===== src/rtl/aes_usb_pkg.sv =====
// Shared definitions for the AES/USB block datapath.
// Holds the block geometry and the state type used by the block-path FSMs.
// No ports (package).
package aes_usb_pkg;

    localparam int BLOCK_BYTES = 16;
    localparam int BYTE_W      = 8;
    localparam int BLOCK_W     = BLOCK_BYTES * BYTE_W;
    localparam int CNT_W       = $clog2(BLOCK_BYTES);
    // One bit wider than the lane index so a full block (16) is representable.
    localparam int BYTES_W     = CNT_W + 1;

    typedef enum logic {
        FILL,
        FULL
    } asm_state_t;

endpackage


===== src/rtl/plaintext_block_assembler_if.sv =====
// Bus bundle for plaintext_block_assembler: byte-FIFO read side, flush pulse,
// and the 128-bit block output handshake towards the AES core.
// Ports: none (interface). Modports:
//   slave  - the assembler: reads fifo_empty/fifo_r_data/flush/block_ready,
//            drives fifo_r_enable/block_data/block_valid/block_bytes/busy.
//   master - the surrounding logic (FIFO, AES core), opposite directions.
interface plaintext_block_assembler_if;
    import aes_usb_pkg::*;

    logic                 fifo_empty;
    logic [BYTE_W-1:0]    fifo_r_data;
    logic                 fifo_r_enable;
    logic                 flush;
    logic                 block_ready;
    logic [BLOCK_W-1:0]   block_data;
    logic                 block_valid;
    logic [BYTES_W-1:0]   block_bytes;
    logic                 busy;

    modport slave (
        input  fifo_empty, fifo_r_data, flush, block_ready,
        output fifo_r_enable, block_data, block_valid, block_bytes, busy
    );

    modport master (
        output fifo_empty, fifo_r_data, flush, block_ready,
        input  fifo_r_enable, block_data, block_valid, block_bytes, busy
    );

endinterface


===== src/rtl/flex_counter.sv =====
// Up-counter with programmable rollover value and synchronous clear.
// Ports:
//   clk, n_rst        clock, asynchronous active-low reset
//   clear_i           synchronous clear to 0 (wins over count_enable_i)
//   count_enable_i    advance by one this edge
//   rollover_val_i    last value before wrapping back to 0
//   count_o           current count
//   rollover_flag_o   count_o equals rollover_val_i
module flex_counter #(
    parameter int NUM_CNT_BITS = 4
) (
    input  logic                    clk,
    input  logic                    n_rst,
    input  logic                    clear_i,
    input  logic                    count_enable_i,
    input  logic [NUM_CNT_BITS-1:0] rollover_val_i,
    output logic [NUM_CNT_BITS-1:0] count_o,
    output logic                    rollover_flag_o
);

    logic [NUM_CNT_BITS-1:0] count_q, count_d;

    always_comb begin
        count_d = count_q;
        if (clear_i) begin
            count_d = '0;
        end else if (count_enable_i) begin
            count_d = (count_q == rollover_val_i) ? '0 : count_q + 1'b1;
        end
    end

    always_ff @(posedge clk or negedge n_rst) begin
        if (!n_rst) begin
            count_q <= '0;
        end else begin
            count_q <= count_d;
        end
    end

    assign count_o         = count_q;
    assign rollover_flag_o = (count_q == rollover_val_i);

endmodule


===== src/rtl/plaintext_block_assembler.sv =====
// Packs plaintext bytes popped from a byte FIFO into 128-bit blocks for the
// AES core. Byte 0 of a block lands in bits [7:0], byte 15 in [127:120].
// A flush pulse zero-pads and releases a partial block.
// Ports:
//   clk, n_rst   clock, asynchronous active-low reset
//   bus          plaintext_block_assembler_if.slave:
//                  fifo_empty/fifo_r_data in, fifo_r_enable out (pop),
//                  flush in, block_ready in,
//                  block_data/block_valid/block_bytes out, busy out
module plaintext_block_assembler
    import aes_usb_pkg::*;
(
    input  logic                        clk,
    input  logic                        n_rst,
    plaintext_block_assembler_if.slave  bus
);

    asm_state_t           state_q, state_d;
    logic [BLOCK_W-1:0]   asm_q, asm_d;
    logic [BYTES_W-1:0]   asm_bytes_q, asm_bytes_d;
    logic [BLOCK_W-1:0]   out_data_q, out_data_d;
    logic [BYTES_W-1:0]   out_bytes_q, out_bytes_d;
    logic                 out_valid_q, out_valid_d;

    logic [CNT_W-1:0]     cnt;
    logic                 cnt_last;
    logic                 pop;
    logic                 xfer;

    // Pop whenever assembling and the FIFO has a byte; data is captured at
    // the same edge as the pop.
    assign pop  = (state_q == FILL) && !bus.fifo_empty;
    // A held block may move to the output when the slot is free or is being
    // accepted this edge, which keeps block_valid high back to back.
    assign xfer = (state_q == FULL) && (!out_valid_q || bus.block_ready);

    flex_counter #(
        .NUM_CNT_BITS (CNT_W)
    ) u_cnt (
        .clk             (clk),
        .n_rst           (n_rst),
        .clear_i         (xfer),
        .count_enable_i  (pop),
        .rollover_val_i  (CNT_W'(BLOCK_BYTES - 1)),
        .count_o         (cnt),
        .rollover_flag_o (cnt_last)
    );

    // Assembly FSM next state
    always_comb begin
        state_d     = state_q;
        asm_d       = asm_q;
        asm_bytes_d = asm_bytes_q;

        case (state_q)
            FILL: begin
                if (pop) begin
                    asm_d[BYTE_W*cnt +: BYTE_W] = bus.fifo_r_data;
                end
                if (pop && cnt_last) begin
                    state_d     = FULL;
                    asm_bytes_d = BYTES_W'(BLOCK_BYTES);
                end else if (bus.flush && ((cnt != '0) || pop)) begin
                    // Unfilled lanes are already zero from the last clear.
                    state_d     = FULL;
                    asm_bytes_d = {1'b0, cnt} + BYTES_W'(pop);
                end
            end
            FULL: begin
                if (xfer) begin
                    state_d = FILL;
                    asm_d   = '0;
                end
            end
            default: state_d = FILL;
        endcase
    end

    // Output register next state
    always_comb begin
        out_data_d  = out_data_q;
        out_bytes_d = out_bytes_q;
        out_valid_d = out_valid_q;
        if (xfer) begin
            out_data_d  = asm_q;
            out_bytes_d = asm_bytes_q;
            out_valid_d = 1'b1;
        end else if (bus.block_ready) begin
            out_valid_d = 1'b0;
        end
    end

    always_ff @(posedge clk or negedge n_rst) begin
        if (!n_rst) begin
            state_q     <= FILL;
            asm_q       <= '0;
            asm_bytes_q <= '0;
            out_data_q  <= '0;
            out_bytes_q <= '0;
            out_valid_q <= 1'b0;
        end else begin
            state_q     <= state_d;
            asm_q       <= asm_d;
            asm_bytes_q <= asm_bytes_d;
            out_data_q  <= out_data_d;
            out_bytes_q <= out_bytes_d;
            out_valid_q <= out_valid_d;
        end
    end

    assign bus.fifo_r_enable = pop;
    assign bus.block_data    = out_data_q;
    assign bus.block_bytes   = out_bytes_q;
    assign bus.block_valid   = out_valid_q;
    assign bus.busy          = (cnt != '0) || (state_q == FULL) || out_valid_q;

endmodule


===== src/flat_wrapper.sv =====
// flat-port wrapper written by rule: the top's interface ports become plain ports
module plaintext_block_assembler_flat import aes_usb_pkg::*;
  (clk, n_rst, bus_fifo_empty, bus_fifo_r_data, bus_flush, bus_block_ready, bus_fifo_r_enable, bus_block_data, bus_block_valid, bus_block_bytes, bus_busy);
  plaintext_block_assembler_if bus_i ();
  input  logic clk;
  input  logic n_rst;
  input wire logic [$bits(bus_i.fifo_empty)-1:0] bus_fifo_empty;
  input wire logic [$bits(bus_i.fifo_r_data)-1:0] bus_fifo_r_data;
  input wire logic [$bits(bus_i.flush)-1:0] bus_flush;
  input wire logic [$bits(bus_i.block_ready)-1:0] bus_block_ready;
  output wire logic [$bits(bus_i.fifo_r_enable)-1:0] bus_fifo_r_enable;
  output wire logic [$bits(bus_i.block_data)-1:0] bus_block_data;
  output wire logic [$bits(bus_i.block_valid)-1:0] bus_block_valid;
  output wire logic [$bits(bus_i.block_bytes)-1:0] bus_block_bytes;
  output wire logic [$bits(bus_i.busy)-1:0] bus_busy;
  assign bus_i.fifo_empty = bus_fifo_empty;
  assign bus_i.fifo_r_data = bus_fifo_r_data;
  assign bus_i.flush = bus_flush;
  assign bus_i.block_ready = bus_block_ready;
  assign bus_fifo_r_enable = bus_i.fifo_r_enable;
  assign bus_block_data = bus_i.block_data;
  assign bus_block_valid = bus_i.block_valid;
  assign bus_block_bytes = bus_i.block_bytes;
  assign bus_busy = bus_i.busy;
  plaintext_block_assembler u_core (.clk(clk), .n_rst(n_rst), .bus(bus_i));
endmodule

===== config.mk =====
export PLATFORM = sky130hd
export DESIGN_NAME = plaintext_block_assembler_flat
export DESIGN_NICKNAME = d
export VERILOG_FILES = /design/src/rtl/aes_usb_pkg.sv /design/src/rtl/plaintext_block_assembler_if.sv /design/src/rtl/flex_counter.sv /design/src/rtl/plaintext_block_assembler.sv /design/src/flat_wrapper.sv
export SDC_FILE = /design/constraint.sdc
export NUM_CORES = 1
export LEC_CHECK = 0
export ABC_AREA = 1
export BUFFER_PORTS_ARGS = -buffer_cell sky130_fd_sc_hd__clkbuf_2
export CORE_MARGIN = 4
export CORE_UTILIZATION = 30
export CTS_CLUSTER_SIZE = 30
export DETAILED_ROUTE_END_ITERATION = 7
export PLACE_DENSITY_LB_ADDON = 0.2
export SYNTH_ARGS = -nofsm -noshare
export SYNTH_HDL_FRONTEND = slang
export SYNTH_SLANG_ARGS = --single-unit

===== constraint.sdc =====
create_clock -name clk -period 2.4 [get_ports clk]
set_input_delay 0.36 -clock clk [delete_from_list [all_inputs] [get_ports clk]]
set_output_delay 0.36 -clock clk [all_outputs]
set_load 0.01 [all_outputs]

* After elaboration in Yosys (flattened, before gate mapping)
Cells that the tools add are included.
Storage, ports and cells: flip-flop bits (word level) 272, input bits 13, output and inout bits 136, logic and storage cells 47
Operators by class: add/subtract/negate cells 3, equality and inequality tests 3, shift-type cells 2, mux-type cells 15, bitwise gates (word level) 1, reduce and logical (&&, ||, !) cells 16
Operator list (number):
- 128-bit two-way mux | 2
- 128-bit case mux with 2 select lines | 1
- 128-bit bitwise mux | 1
- 8-bit by 34-bit variable shift with 128-bit output (first input constant) | 1
- 8-bit by 34-bit variable part select with 128-bit output | 1
- 7-bit negation with 34-bit output | 1
- 4-bit two-way mux | 3
- 5-bit two-way mux | 2
- 2-bit nonzero test | 3
- 4-bit by 1-bit adder with 5-bit output | 1
- 1-bit two-way mux | 5
- 4-bit by 1-bit adder with 4-bit output (second input constant) | 1
- 4-bit == test (second input constant) | 1
- 1-bit logical AND | 4
- 1-bit logical OR | 4
- 2-bit AND reduction | 2
- 4-bit nonzero test | 1
- 1-bit logical NOT | 2
- 2-bit by 1-bit inequality test with 1-bit output (second input constant) | 1
- 2-bit inequality test (second input constant) | 1
- 1-bit case mux with 2 select lines | 1
- 1-bit inverter | 1

* Depth between registers and ports, before layout
depth after elaboration 7, mapped depth 12, mapped depth without buffers 10

* Hierarchy
A second synthesis with hierarchy kept.
Second synthesis, totals: cell total of the unflattened synthesis 1357, area, all modules 11686.2 um2
Modules (own cells, without submodules):
- plaintext_block_assembler | times used 1, cells an instance 1311, area each 11392.2 um2, sequential area each 6706.4 um2
- flex_counter | times used 1, cells an instance 46, area each 294.0 um2, sequential area each 100.1 um2

* Least setup slack after synthesis
OpenSTA, ideal clock, no wires.
path kind reg2reg, start register u_core.u_cnt.count_q[0], in the netlist u_core.u_cnt.count_o[0], end register u_core.asm_q[0], library setup time 0.066 ns, arrival 2.531 ns, required time 2.334 ns, slack -0.197 ns, cell stages (with the launch flop) 12, period minus slack after synthesis 2.597 ns, cell sequence dfrtp_1 -> clkbuf_1 -> clkbuf_1 -> nor3_1 -> ha_1 -> clkbuf_1 -> nor2_1 -> nand4_1 -> clkinv_1 -> a21oi_2 -> nand2_1 -> nand2_1
On the way: word-level cells in the longest chain between the ends 5
RTL lines:
- from (decl) | RTL line flex_counter.sv:21 | logic [NUM_CNT_BITS-1:0] count_q, count_d;
- from (signal assigned) | RTL line flex_counter.sv:36 | count_q <= count_d;
- 7-bit negation with 34-bit output * | RTL line plaintext_block_assembler.sv:58 | asm_d[BYTE_W*cnt +: BYTE_W] = bus.fifo_r_data;
- 8-bit by 34-bit variable part select with 128-bit output or 8-bit by 34-bit variable shift with 128-bit output (tied branches) | RTL line plaintext_block_assembler.sv:58
- 128-bit bitwise mux * | RTL line plaintext_block_assembler.sv:58
- 128-bit two-way mux * | RTL line plaintext_block_assembler.sv:57 | if (pop) begin
- 128-bit case mux with 2 select lines * | RTL line plaintext_block_assembler.sv:55 | case (state_q)
- to (signal assigned) | RTL line plaintext_block_assembler.sv:103 | asm_q <= asm_d;
- to (decl) | RTL line plaintext_block_assembler.sv:19 | logic [BLOCK_W-1:0] asm_q, asm_d;
Every way passes the cells marked *; elsewhere a longest branch is shown, timed or not. The select of a mux whose other input is x is not followed. A chain may end at the register's enable or synchronous reset.

* Worst setup path after layout
start register u_core.u_cnt.count_q[1], in the netlist u_core.u_cnt.count_o[1], end output bus_busy
On the way: word-level cells in the longest chain between the ends 3
RTL lines:
- 4-bit nonzero test | RTL line plaintext_block_assembler.sv:115 | assign bus.busy = (cnt != '0) || (state_q == FULL) || out_valid_q;
- 1-bit logical OR (2 in a row) | RTL line plaintext_block_assembler.sv:115
- to (decl) | RTL line flat_wrapper.sv:15 | output wire logic [$bits(bus_i.busy)-1:0] bus_busy;
No other way between the ends.

==> results_dict.tcl <==
set metrics [dict create \
    power.leakage_nw 7.88 \
    slowest_delay_ns 0.45 \
    avgViaCountPerCell 4.57 \
    vdd_drop_max_uv 1070 \
    critPathSlowestCell "dfrtp_1" \
    grt_util_met2_pct 25.4 \
    period_needed_ns 2.30 \
    grt_overflow 0 \
    whs_endpoint "u_core.bus.block_valid$_DFFE_PN0P_" \
    grt_pass1_vias 9669 \
    core_mm2 0.0377 \
    nets 1553 \
    cts_setup_buffers 0 \
    hold_path_class "in2reg" \
    die-height_um 203 \
    crit_fanout 7 \
    cts_root_buffer "clkbuf_16" \
    drt_iter0_markers 674 \
    gp_congestion 0.905 \
    multiInputGateArea_mm2 0.00429 \
    first_pass_iters 5 \
    synthToLayoutAreaGrowth_pct 23.3 \
    r2r_start "u_core.u_cnt.count_o[1]$_DFFE_PN0P_" \
    ff2ff_setup_slack_ns 0.22 \
    status "completed" \
    routed_wirelength_um 34100 \
    dieWidth_um 203 \
    synth_nets 1380 \
    maxSlewHeadroom_pct 41.5 \
    crit_arrival_ns 1.94 \
    critPathKind "reg2out" \
    ys_ff_latch 272 \
    r2r-end "u_core.asm_q[3]$_DFFE_PN0P_" \
    seq_area_mm2 0.00681 \
    grt-busiest-layer "met2" \
    crit_required_ns 2.04 \
    start_util_pct 30.4 \
    clock-sinks 272 \
    fmax_mhz 435 \
    ios 149 \
    dieArea_mm2 0.0414 \
    ys_warn_count 0 \
    skew_ns 0.0165 \
    holdCritStartpoint "bus_block_ready" \
    cts_tree "built" \
    rows 71 \
    startpoint_type "flop" \
    maxCapViolations 0 \
    fill_cells 3986 \
    rsz0062_at_grt "false" \
    cts_buffers 34 \
    syn_area_mm2 0.0114 \
    ctsHtreeMaxLevel 2 \
    critPathCaptureType "output port" \
    crit_path_frequent_cell "nand2_1" \
    finish.utilization_pct 37.5 \
    final_hold_viol_count 0 \
    routedWlPerCell_um 16.5 \
    drive_gt1_share_pct 18.3 \
    yosysSeqAreaShare_pct 59.5 \
    min_path_cells 4 \
    grt_use_met3_pct 2.94 \
    grt_pass1_wl_um 55000 \
    power_per_cell_area_mw_per_mm2 1000 \
    ant_nets 0 \
    routed-via-count 9456 \
    tns_ns 0 \
    postSynthAreaPerCell_um2 8.41 \
    reg2reg_depth 9 \
    period_share_pct 95.8 \
    clock_path_buffers 3 \
    tightestPinTransition_ns 0.877 \
    grtUsageTotal_pct 16.7 \
    antenna_found_initial 1 \
    synth_cell_type_count 32 \
    slew_viol_final 0 \
    syn_inst 1362 \
    met1_usage_pct 24.2 \
    port_buffers 148 \
    drc 0 \
    worstSkewPairLatency_ns 0.53 \
    grt_max_degree 185 \
    clk_pin_slew_ns 0.06 \
    dpl.hpwl_um 24400 \
    worstPathCellList "inv_1 -> ha_2 -> nand2_1 -> nor2_1 -> nand2_1 -> clkbuf_2" \
    setup_viol 0 \
]
[Yosys cell counts (all sizes together)]
| cell type | n | area [um^2] |
|---|---|---|
| dfrtp | 272 | 6810 |
| o21ai | 20 | 104 |
| nand3 | 88 | 445 |
| ha | 5 | 62.6 |
| nand4 | 43 | 275 |
| nor3 | 17 | 85.1 |
| o31ai | 1 | 7.51 |
| clkinv | 3 | 11.3 |
| clkbuf | 43 | 161 |
| inv | 36 | 135 |
| or2 | 1 | 6.26 |
| o22ai | 3 | 18.8 |
| a21oi | 1 | 8.76 |
| xnor2 | 3 | 45.1 |
| nor2 | 79 | 398 |
| a31oi | 2 | 12.5 |
| xor2 | 2 | 17.5 |
| buf | 12 | 66.3 |
| nand2 | 731 | 2780 |
[layer usage]
layer	share of wire (%)	routed length, um	up-vias
met2	44	15000	260
met5	0	0	-
li1	-	-	4655
met1	48	16300	4481
met4	2.8	950	0
met3	5.5	1870	60
[flip-flops by register name, indices dropped and copies added, names as in the netlist]
register / count
u_core.bus.block_bytes: 5
u_core.bus.block_data: 128
u_core.asm_q: 128
u_core.asm_bytes_q: 5
u_core.u_cnt.count_o: 4
u_core.state_q: 1
u_core.bus.block_valid: 1
[through the flow]
| stage | instance area (um^2) | hold WS, ns | worst slack (ns) | instances | total power (W) |
|---|---|---|---|---|---|
| after floorplan | 11500 | 0.0644 | 0.0515 | 1362 | 0.00770 |
| after global placement | 13000 | 0.302 | 0.235 | 2009 | 0.00922 |
| after detailed placement | 13000 | 0.310 | 0.193 | 2009 | 0.00923 |
| after CTS | 14100 | 0.169 | 0.0407 | 2067 | 0.0143 |
| after global routing | 14100 | 0.226 | 0.0140 | 2068 | 0.0150 |
| final | 14100 | 0.204 | 0.101 | 2068 | 0.0141 |
[cell families (layout without fill, tap and decap cells)]
kind of cell	after synthesis	count (layout)	synth area share, %
xor+xnor	5	5	0.547
other cells	0	1	0
fa+ha+maj	5	5	0.546
flops	272	272	59.5
compound gates	27	27	1.32
simple gates	959	959	34.9
buf+inv	94	288	3.27
[where the power goes]
group          internal [W]  leakage, nW  switching, W
clock network       0.00305        0.542       0.00191
logic               0.00107         3.55       0.00330
registers           0.00472         3.79     0.0000969
[worst max path at each step]
stage                     slack [ns]                           end  depth (start not counted)                                 from
after floorplan                 0.05   u_core.asm_q[0]$_DFFE_PN0P_                         11  u_core.u_cnt.count_o[0]$_DFFE_PN0P_
after global placement          0.24  u_core.asm_q[67]$_DFFE_PN0P_                          9  u_core.u_cnt.count_o[3]$_DFFE_PN0P_
after detailed placement        0.19  u_core.asm_q[60]$_DFFE_PN0P_                          9  u_core.u_cnt.count_o[3]$_DFFE_PN0P_
after CTS                       0.04                      bus_busy                          6  u_core.u_cnt.count_o[1]$_DFFE_PN0P_
after global routing            0.01                      bus_busy                          6  u_core.u_cnt.count_o[1]$_DFFE_PN0P_
final                           0.10                      bus_busy                          6  u_core.u_cnt.count_o[1]$_DFFE_PN0P_
[critical path, delay by kind of cell (launching register included)]
| kind | cells | cell delay (ns) |
|---|---|---|
| adders and majority gates | 1 | 0.27 |
| buffers and inverters | 2 | 0.27 |
| and+or+nand+nor | 3 | 0.44 |
| DFF | 1 | 0.45 |
[cell usage in the layout, fill, tap and decap left out, types with 4 or more instances in the layout]
cell type and instances:
clkinv_2 4, dfrtp_1 272, inv_1 32, nand4_1 42
nand2_1 719, nor3_1 17, nor2_4 8, nand2_2 9
clkbuf_2 147, nor2_1 60, clkbuf_8 9, o21ai_0 19
buf_12 4, nor2_2 10, buf_4 39, clkbuf_16 35
nand3_1 87, clkbuf_1 6
[area by class of cell]
type | instances | area share (%)
Sequential cell | 272 | 48.2
Multi-Input combinational cell | 996 | 30.4
Timing Repair Buffer | 192 | 8.03
Clock buffer | 50 | 7.24
Tap cell | 511 | 4.53
Inverter | 39 | 1.06
Clock inverter | 7 | 0.479
Antenna cell | 1 | 0.0177
[repair_timing]
action / CTS / global route
gates resized for setup: 0 / 3
hold buffers: 1 / 0
endpoints found under the hold margin: 39 / 0
endpoints found under the setup margin: 0 / 17
Note: power is estimated with default switching activity, not from simulation.
